`src/rtl/vga_pkg.sv`:
```
// Types and widths shared by the VGA text-mode blocks (readout, host_interface,
// vram_arbiter).
package vga_pkg;

    localparam int VRAM_ADDR_W = 13;
    localparam int VRAM_DATA_W = 8;

    typedef enum logic [1:0] {
        GRANT_NONE,
        GRANT_DISP,
        GRANT_HOST
    } grant_e;

    typedef struct packed {
        logic                   wr;
        logic [VRAM_ADDR_W-1:0] addr;
        logic [VRAM_DATA_W-1:0] data;
    } host_req_t;

endpackage

```
`src/rtl/vram_arbiter_if.sv`:
```
// Display, host and RAM-side signals of the VRAM arbiter. The arbiter takes the
// slave view; display, host and RAM models take the master view.
interface vram_arbiter_if
    import vga_pkg::*;
#(
    parameter int ADDR_W = VRAM_ADDR_W,
    parameter int DATA_W = VRAM_DATA_W
) ();

    logic              dispReq;
    logic [ADDR_W-1:0] dispAddr;
    logic              dispRdValid;
    logic              hostReq;
    logic              hostWr;
    logic [ADDR_W-1:0] hostAddr;
    logic [DATA_W-1:0] hostWrData;
    logic              hostReady;
    logic              hostRdValid;
    logic [DATA_W-1:0] hostRdData;
    logic [ADDR_W-1:0] ramAddr;
    logic [DATA_W-1:0] ramWrData;
    logic              ramWe;
    logic [DATA_W-1:0] ramRdData;
    logic              starve;

    modport slave (
        input  dispReq, dispAddr, hostReq, hostWr, hostAddr, hostWrData, ramRdData,
        output dispRdValid, hostReady, hostRdValid, hostRdData,
               ramAddr, ramWrData, ramWe, starve
    );

    modport master (
        output dispReq, dispAddr, hostReq, hostWr, hostAddr, hostWrData, ramRdData,
        input  dispRdValid, hostReady, hostRdValid, hostRdData,
               ramAddr, ramWrData, ramWe, starve
    );

endinterface

```
`src/rtl/vram_arbiter_fifo.sv`:
```
// Synchronous request queue for host VRAM accesses; pointers wrap modulo DEPTH.
module host_req_fifo #(
    parameter int WIDTH = 22,
    parameter int DEPTH = 4
) (
    input  logic                       clk,
    input  logic                       nrst,
    input  logic                       push,
    input  logic                       pop,
    input  logic [WIDTH-1:0]           wdata,
    output logic [WIDTH-1:0]           rdata,
    output logic                       full,
    output logic                       empty,
    output logic [$clog2(DEPTH):0]     count
);
    localparam int PTR_W = $clog2(DEPTH);

    logic [WIDTH-1:0] mem [DEPTH];
    logic [PTR_W-1:0] wr_ptr;
    logic [PTR_W-1:0] rd_ptr;
    logic             do_push;
    logic             do_pop;

    // A full queue refuses pushes even when a pop frees a slot this cycle.
    assign full    = (count == (PTR_W + 1)'(DEPTH));
    assign empty   = (count == '0);
    assign do_push = push && !full;
    assign do_pop  = pop && !empty;
    assign rdata   = mem[rd_ptr];

    always_ff @(posedge clk or negedge nrst) begin
        if (!nrst) begin
            wr_ptr <= '0;
            rd_ptr <= '0;
            count  <= '0;
        end else begin
            if (do_push) wr_ptr <= wr_ptr + 1'b1;
            if (do_pop)  rd_ptr <= rd_ptr + 1'b1;
            case ({do_push, do_pop})
                2'b10:   count <= count + 1'b1;
                2'b01:   count <= count - 1'b1;
                default: ;
            endcase
        end
    end

    always_ff @(posedge clk) begin
        if (do_push) mem[wr_ptr] <= wdata;
    end

endmodule

```
`src/rtl/vram_arbiter.sv`:
```
// Single-port VRAM arbiter: display reads always win, queued host accesses fill
// idle cycles, and read returns are tagged so each requester sees its own data.
module vram_arbiter
    import vga_pkg::*;
#(
    parameter int ADDR_W       = VRAM_ADDR_W,
    parameter int DATA_W       = VRAM_DATA_W,
    parameter int FIFO_DEPTH   = 4,
    parameter int STARVE_LIMIT = 800
) (
    input  logic          clk,
    input  logic          nrst,
    vram_arbiter_if.slave bus
);
    localparam int REQ_W    = 1 + ADDR_W + DATA_W;
    localparam int CNT_W    = $clog2(FIFO_DEPTH) + 1;
    localparam int STARVE_W = $clog2(STARVE_LIMIT + 1);
    localparam logic [STARVE_W-1:0] STARVE_MAX = STARVE_W'(STARVE_LIMIT);

    grant_e              grant;
    logic                running;
    logic                host_ready;
    logic                push;
    logic                pop;
    logic                fifo_full;
    logic                fifo_empty;
    logic [CNT_W-1:0]    fifo_count;
    logic [REQ_W-1:0]    head;
    logic                head_wr;
    logic [ADDR_W-1:0]   head_addr;
    logic [DATA_W-1:0]   head_data;
    logic [ADDR_W-1:0]   ram_addr_p1;
    logic [DATA_W-1:0]   ram_wr_data_p1;
    logic                ram_we_p1;
    logic                disp_tag_p1;
    logic                host_tag_p1;
    logic                disp_tag_p2;
    logic                host_tag_p2;
    logic [DATA_W-1:0]   host_rd_data_p3;
    logic [STARVE_W-1:0] starve_cnt;
    logic [STARVE_W-1:0] starve_cnt_next;
    logic                starve_q;

    // hostReady is held low during reset and rises one cycle after release.
    assign host_ready = running && !fifo_full;
    assign push       = bus.hostReq && host_ready;
    assign pop        = (grant == GRANT_HOST);
    assign head_wr    = head[REQ_W-1];
    assign head_addr  = head[DATA_W +: ADDR_W];
    assign head_data  = head[DATA_W-1:0];

    host_req_fifo #(
        .WIDTH (REQ_W),
        .DEPTH (FIFO_DEPTH)
    ) u_fifo (
        .clk   (clk),
        .nrst  (nrst),
        .push  (push),
        .pop   (pop),
        .wdata ({bus.hostWr, bus.hostAddr, bus.hostWrData}),
        .rdata (head),
        .full  (fifo_full),
        .empty (fifo_empty),
        .count (fifo_count)
    );

    always_comb begin
        grant = GRANT_NONE;
        if (bus.dispReq)  grant = GRANT_DISP;
        else if (!fifo_empty) grant = GRANT_HOST;
    end

    always_comb begin
        starve_cnt_next = starve_cnt;
        if (pop) begin
            starve_cnt_next = '0;
        end else if ((fifo_count != '0) && (starve_cnt != STARVE_MAX)) begin
            starve_cnt_next = starve_cnt + 1'b1;
        end
    end

    always_ff @(posedge clk or negedge nrst) begin
        if (!nrst) begin
            running         <= 1'b0;
            ram_addr_p1     <= '0;
            ram_wr_data_p1  <= '0;
            ram_we_p1       <= 1'b0;
            disp_tag_p1     <= 1'b0;
            host_tag_p1     <= 1'b0;
            disp_tag_p2     <= 1'b0;
            host_tag_p2     <= 1'b0;
            host_rd_data_p3 <= '0;
            starve_cnt      <= '0;
            starve_q        <= 1'b0;
        end else begin
            running <= 1'b1;

            // Stage p1: registered RAM command; address holds when nothing is granted.
            ram_we_p1   <= 1'b0;
            disp_tag_p1 <= (grant == GRANT_DISP);
            host_tag_p1 <= pop && !head_wr;
            case (grant)
                GRANT_DISP: ram_addr_p1 <= bus.dispAddr;
                GRANT_HOST: begin
                    ram_addr_p1    <= head_addr;
                    ram_wr_data_p1 <= head_data;
                    ram_we_p1      <= head_wr;
                end
                default: ;
            endcase

            // Stage p2: tags line up with ramRdData returned by the RAM.
            disp_tag_p2 <= disp_tag_p1;
            host_tag_p2 <= host_tag_p1;

            // Stage p3: host read data captured and held until the next host read.
            if (host_tag_p2) host_rd_data_p3 <= bus.ramRdData;

            starve_cnt <= starve_cnt_next;
            starve_q   <= starve_q | (starve_cnt_next == STARVE_MAX);
        end
    end

    assign bus.hostReady   = host_ready;
    assign bus.ramAddr     = ram_addr_p1;
    assign bus.ramWrData   = ram_wr_data_p1;
    assign bus.ramWe       = ram_we_p1;
    assign bus.dispRdValid = disp_tag_p2;
    assign bus.hostRdValid = host_tag_p2;
    assign bus.hostRdData  = host_rd_data_p3;
    assign bus.starve      = starve_q;

endmodule

```
`src/flat_wrapper.sv`:
```
// flat-port wrapper written by rule: the top's interface ports become plain ports
module vram_arbiter_flat import vga_pkg::*;
#(
    parameter int ADDR_W       = VRAM_ADDR_W,
    parameter int DATA_W       = VRAM_DATA_W,
    parameter int FIFO_DEPTH   = 4,
    parameter int STARVE_LIMIT = 800
)
  (clk, nrst, bus_dispReq, bus_dispAddr, bus_hostReq, bus_hostWr, bus_hostAddr, bus_hostWrData, bus_ramRdData, bus_dispRdValid, bus_hostReady, bus_hostRdValid, bus_hostRdData, bus_ramAddr, bus_ramWrData, bus_ramWe, bus_starve);
  vram_arbiter_if #(.ADDR_W(ADDR_W), .DATA_W(DATA_W)) bus_i ();
  input  logic clk;
  input  logic nrst;
  input wire logic [$bits(bus_i.dispReq)-1:0] bus_dispReq;
  input wire logic [$bits(bus_i.dispAddr)-1:0] bus_dispAddr;
  input wire logic [$bits(bus_i.hostReq)-1:0] bus_hostReq;
  input wire logic [$bits(bus_i.hostWr)-1:0] bus_hostWr;
  input wire logic [$bits(bus_i.hostAddr)-1:0] bus_hostAddr;
  input wire logic [$bits(bus_i.hostWrData)-1:0] bus_hostWrData;
  input wire logic [$bits(bus_i.ramRdData)-1:0] bus_ramRdData;
  output wire logic [$bits(bus_i.dispRdValid)-1:0] bus_dispRdValid;
  output wire logic [$bits(bus_i.hostReady)-1:0] bus_hostReady;
  output wire logic [$bits(bus_i.hostRdValid)-1:0] bus_hostRdValid;
  output wire logic [$bits(bus_i.hostRdData)-1:0] bus_hostRdData;
  output wire logic [$bits(bus_i.ramAddr)-1:0] bus_ramAddr;
  output wire logic [$bits(bus_i.ramWrData)-1:0] bus_ramWrData;
  output wire logic [$bits(bus_i.ramWe)-1:0] bus_ramWe;
  output wire logic [$bits(bus_i.starve)-1:0] bus_starve;
  assign bus_i.dispReq = bus_dispReq;
  assign bus_i.dispAddr = bus_dispAddr;
  assign bus_i.hostReq = bus_hostReq;
  assign bus_i.hostWr = bus_hostWr;
  assign bus_i.hostAddr = bus_hostAddr;
  assign bus_i.hostWrData = bus_hostWrData;
  assign bus_i.ramRdData = bus_ramRdData;
  assign bus_dispRdValid = bus_i.dispRdValid;
  assign bus_hostReady = bus_i.hostReady;
  assign bus_hostRdValid = bus_i.hostRdValid;
  assign bus_hostRdData = bus_i.hostRdData;
  assign bus_ramAddr = bus_i.ramAddr;
  assign bus_ramWrData = bus_i.ramWrData;
  assign bus_ramWe = bus_i.ramWe;
  assign bus_starve = bus_i.starve;
  vram_arbiter #(.ADDR_W(ADDR_W), .DATA_W(DATA_W), .FIFO_DEPTH(FIFO_DEPTH), .STARVE_LIMIT(STARVE_LIMIT)) u_core (.clk(clk), .nrst(nrst), .bus(bus_i));
endmodule
```
`config.mk`:
```
export PLATFORM = sky130hd
export DESIGN_NAME = vram_arbiter_flat
export DESIGN_NICKNAME = d
export VERILOG_FILES = /design/src/rtl/vga_pkg.sv /design/src/rtl/vram_arbiter_if.sv /design/src/rtl/vram_arbiter_fifo.sv /design/src/rtl/vram_arbiter.sv /design/src/flat_wrapper.sv
export SDC_FILE = /design/constraint.sdc
export NUM_CORES = 1
export LEC_CHECK = 0
export CORE_AREA = 10 10 108 183
export CTS_BUF_LIST = sky130_fd_sc_hd__clkbuf_4
export DETAILED_ROUTE_END_ITERATION = 16
export DIE_AREA = 0 0 118 193
export SYNTH_ARGS = -nofsm -noshare
export SYNTH_HDL_FRONTEND = slang
export SYNTH_HIERARCHICAL = 1
export SYNTH_SLANG_ARGS = --single-unit
```
`constraint.sdc`:
```
create_clock -name clk -period 3.6 [get_ports clk]
set_input_delay 0.72 -clock clk [delete_from_list [all_inputs] [get_ports clk]]
set_output_delay 0.72 -clock clk [all_outputs]
set_load 0.01 [all_outputs]
```
==> summary.json <==
{
  "detailed_routing": {
    "routed_wl_mm": 12.3,
    "routedWlPerCell_um": 18.4,
    "drt_pass1_iterations": 4,
    "drc_errors": 0,
    "route.vias.total": 3150,
    "post_drt_via_cell_ratio": 4.69,
    "drt_first_iter_violations": 100,
    "ant_nets": 0
  },
  "clock_tree": {
    "cts_tree": "yes",
    "cts_resized": 0,
    "cts_max_path_buffers": 2,
    "clockRootBuffer": "clkbuf_4",
    "cts.sinks": 141,
    "post-cts-setup-buffers": 0,
    "numCtsBuffers": 17,
    "cts.hold.buffers_added": 0,
    "insertion_delay_ps": 510,
    "worst_setup_hold_path_clk_slew_ps": 130,
    "htree_num_levels": 4
  },
  "synth": {
    "synth_sequential_area_ratio_pct": 69.1,
    "synth_edf_count": 88,
    "yosys_register_bits": 141,
    "async_reset_ff_share_pct": 37.6,
    "yosys_warnings": 6,
    "synthCells": 338,
    "synth_area_sq_um": 5740,
    "avgSynthCellArea_sq_um": 17.0,
    "synthFlopType": "edfxtp_1",
    "synthesis.nets": 393,
    "synth_cell_types": 50
  },
  "power_and_ir_drop": {
    "report.power.total_w": 0.00504,
    "power_frac_seq_pct": 47.2,
    "power_density_nw_per_um2": 707,
    "netSwitchingFraction_pct": 29.9,
    "power.ir.vdd_worst_uv": 248,
    "power.internal_w": 0.00354,
    "comb_power_share_pct": 29.2,
    "power_frac_clock_pct": 23.6,
    "power.net_switching_w": 0.00151,
    "power.leakage_nw": 2.58
  },
  "critical_path": {
    "critPathRequiredTime_ps": 2880,
    "ff2ff_setup_slack_ps": 1240,
    "setup.worst_path.start_class": "flip-flop",
    "r2r_start": "u_core/u_fifo/count[0]",
    "critical_path.reg2reg.endpoint": "u_core/u_fifo/count[2]",
    "timing_worst_setup_path_type": "reg -> out",
    "critPathArrivalTime_ps": 1890,
    "endpoint_kind": "primary output",
    "crit_path_max_fanout": 7,
    "reg2reg_depth": 11
  },
  "timing": {
    "grt_setup_unrepaired": "false",
    "finalMaxSlewViolations": 0,
    "slew_headroom_pct": 26.1,
    "fin_crit_ps": 2610,
    "setup_slack_ps": 992,
    "final-setup-viol-count": 0,
    "maximum_clock_frequency_ghz": 0.383,
    "skew_ps": 16.7,
    "finalHoldWorstSlack_ps": 184,
    "min_period_over_period_pct": 72.4,
    "timing.final.hold_violations": 0,
    "timing_worst_slew_pin_value_ps": 1110,
    "fin_tns_setup_ps": 0
  },
  "placement": {
    "place.gp.congestion": 0.831,
    "dpl.hpwl_mm": 8.51,
    "pre_cts_slack_ps": 954,
    "port_buffers": 80
  },
  "finish": {
    "synthToLayoutAreaGrowth_pct": 24.2,
    "seqCellArea_sq_um": 3970,
    "final_util_pct": 42.7,
    "finish.net_count": 485,
    "multi_input_area_sq_um": 1640,
    "fill_cells": 1547,
    "final_layout_size_suffix_gt1_share_pct": 19.2
  },
  "global_routing": {
    "tot_gr_track_use_pct": 11.3,
    "grt_antenna_before_repair": 1,
    "grt_pass1_wl_mm": 19.6,
    "grt_pass1_vias": 3529,
    "grt_max_degree": 30,
    "global_route.overflow_total": 0
  },
  "floorplan": {
    "std_cell_rows": 63,
    "die_width_um": 118,
    "design.core.area_sq_um": 16700,
    "ioPinCount": 81,
    "floorplan.initialDensity_pct": 34.4,
    "die-height_um": 193,
    "die_area_sq_um": 22800
  },
  "worst_hold_path": {
    "hp-class": "in -> async"
  },
  "status": {
    "run_status": "complete, no violations"
  },
  "flow_run": {
    "max_cap_violations": 0
  }
}
## cells in the mapped netlist (2+ instances only)
cell type   n  area [sq um]
edfxtp_1   88          2640
dfrtp_1    53          1330
nand2_1    21          78.8
mux4_2     18           405
mux2_2     16           180
mux2i_1    16           160
nor2_1     15          56.3
o21ai_0    15          75.1
xor2_1      9          78.8
inv_1       8          30.0
clkbuf_1    7          26.3
ha_1        7          87.6
and2_1      6          37.5
xnor2_1     6          52.6
a21oi_1     4          20.0
mux4_1      4           105
buf_2       3          15.0
nor3_1      3          15.0
and3_2      2          15.0
buf_12      2          40.0
buf_6       2          22.5
nand2b_1    2          12.5
nand3_1     2          10.0
nand4_1     2          12.5
o211ai_1    2          15.0
## layout by cell type, fill, tap and decap left out, types with 2 or more instances in the layout
master	synthesis	final
xor2_1	9	9
bufinv_16	0	5
nor3_2	1	2
ha_1	7	7
xnor2_1	6	6
nor3_1	3	2
and2_1	6	6
o211ai_1	2	2
clkinvlp_4	0	3
inv_6	0	2
mux2_2	16	16
nand2b_1	2	2
o21ai_0	15	15
clkinv_4	0	2
inv_1	8	8
mux4_1	4	4
nand4_1	2	2
dfrtp_1	53	52
clkinv_1	0	3
nor2_1	15	14
edfxtp_1	88	88
nand2_1	21	21
clkdlybuf4s50_1	0	79
a21oi_1	4	4
mux2i_1	16	16
buf_4	0	8
mux4_2	18	18
and3_2	2	2
clkbuf_4	0	17
nand3_1	2	2
## how the worst max path moves through the flow
stage	start	end	slack, ps	cells after the start
after detailed placement	bus_dispReq	u_core/u_fifo/count[2]	950	9
after CTS	u_core/u_fifo/count[2]	bus_hostReady	930	3
after global placement	bus_hostReq	u_core/u_fifo/count[2]	1020	10
after floorplan	u_core/u_fifo/count[0]	u_core/u_fifo/count[2]	800	12
after global routing	u_core/u_fifo/count[2]	bus_hostReady	820	3
final	u_core/u_fifo/count[2]	bus_hostReady	990	3
## kinds of logic after synthesis
kind of cell	share of synthesized area, %
buffers and inverters	2.40
XOR/XNOR	2.29
other	0.0653
multiplexers	15.1
AO/OA/AOI/OAI	3.38
adder cells (fa/ha/maj)	1.87
AND/OR/NAND/NOR	5.82
flip-flops	69.1
## metrics by stage
step / cell area [sq um] / instances
after global placement: 6780 / 638
after CTS: 7130 / 670
after global routing: 7130 / 671
after floorplan: 5740 / 338
after detailed placement: 6780 / 638
final: 7130 / 671
## power groups by stage
stage | combinational [W] | sequential [W] | clock, W
global route | 0.00160 | 0.00245 | 0.00130
CTS | 0.00151 | 0.00240 | 0.00123
floorplan | 0.000974 | 0.00231 | 0
detailed placement | 0.00150 | 0.00243 | 0
finish | 0.00147 | 0.00238 | 0.00119
global placement | 0.00147 | 0.00241 | 0
## area by class of cell
cell class	count	area share (%)
Multi-Input combinational cell	174	23.0
Timing Repair Buffer	88	12.0
Clock buffer	17	1.79
Inverter	8	0.421
Antenna cell	1	0.0351
Tap cell	227	3.98
Sequential cell	141	55.7
Clock inverter	15	3.07
## state kept, by name, indices dropped and copies added (netlist names)
| register | count |
|---|---|
| u_core/bus.hostRdData | 8 |
| u_core/bus.ramWe | 1 |
| u_core/bus.dispRdValid | 1 |
| u_core/bus.ramWrData | 8 |
| u_core/running | 1 |
| u_core/starve_cnt | 10 |
| u_core/bus.hostRdValid | 1 |
| u_core/host_tag_p1 | 1 |
| u_core/bus.ramAddr | 13 |
| u_core/u_fifo/rd_ptr | 2 |
| u_core/disp_tag_p1 | 1 |
| u_core/u_fifo/mem | 88 |
| u_core/u_fifo/count | 3 |
| u_core/u_fifo/wr_ptr | 2 |
| u_core/bus.starve | 1 |
## per-layer routing
layer | GRT usage [%] | up-vias | wire length (um)
met5 | 0 | - | 0
met3 | 3.03 | 8 | 454
met1 | 11.0 | 1621 | 4450
li1 | - | 1452 | -
met4 | 4.30 | 0 | 146
met2 | 22.2 | 69 | 7280
## worst max-delay path, cell delays in order, from the launching register on
cell and delay [ps]:
dfrtp_1 480, nor3b_2 200, nor2b_1 140, clkdlybuf4s50_1 550
Note: power is estimated with default switching activity, not from simulation.
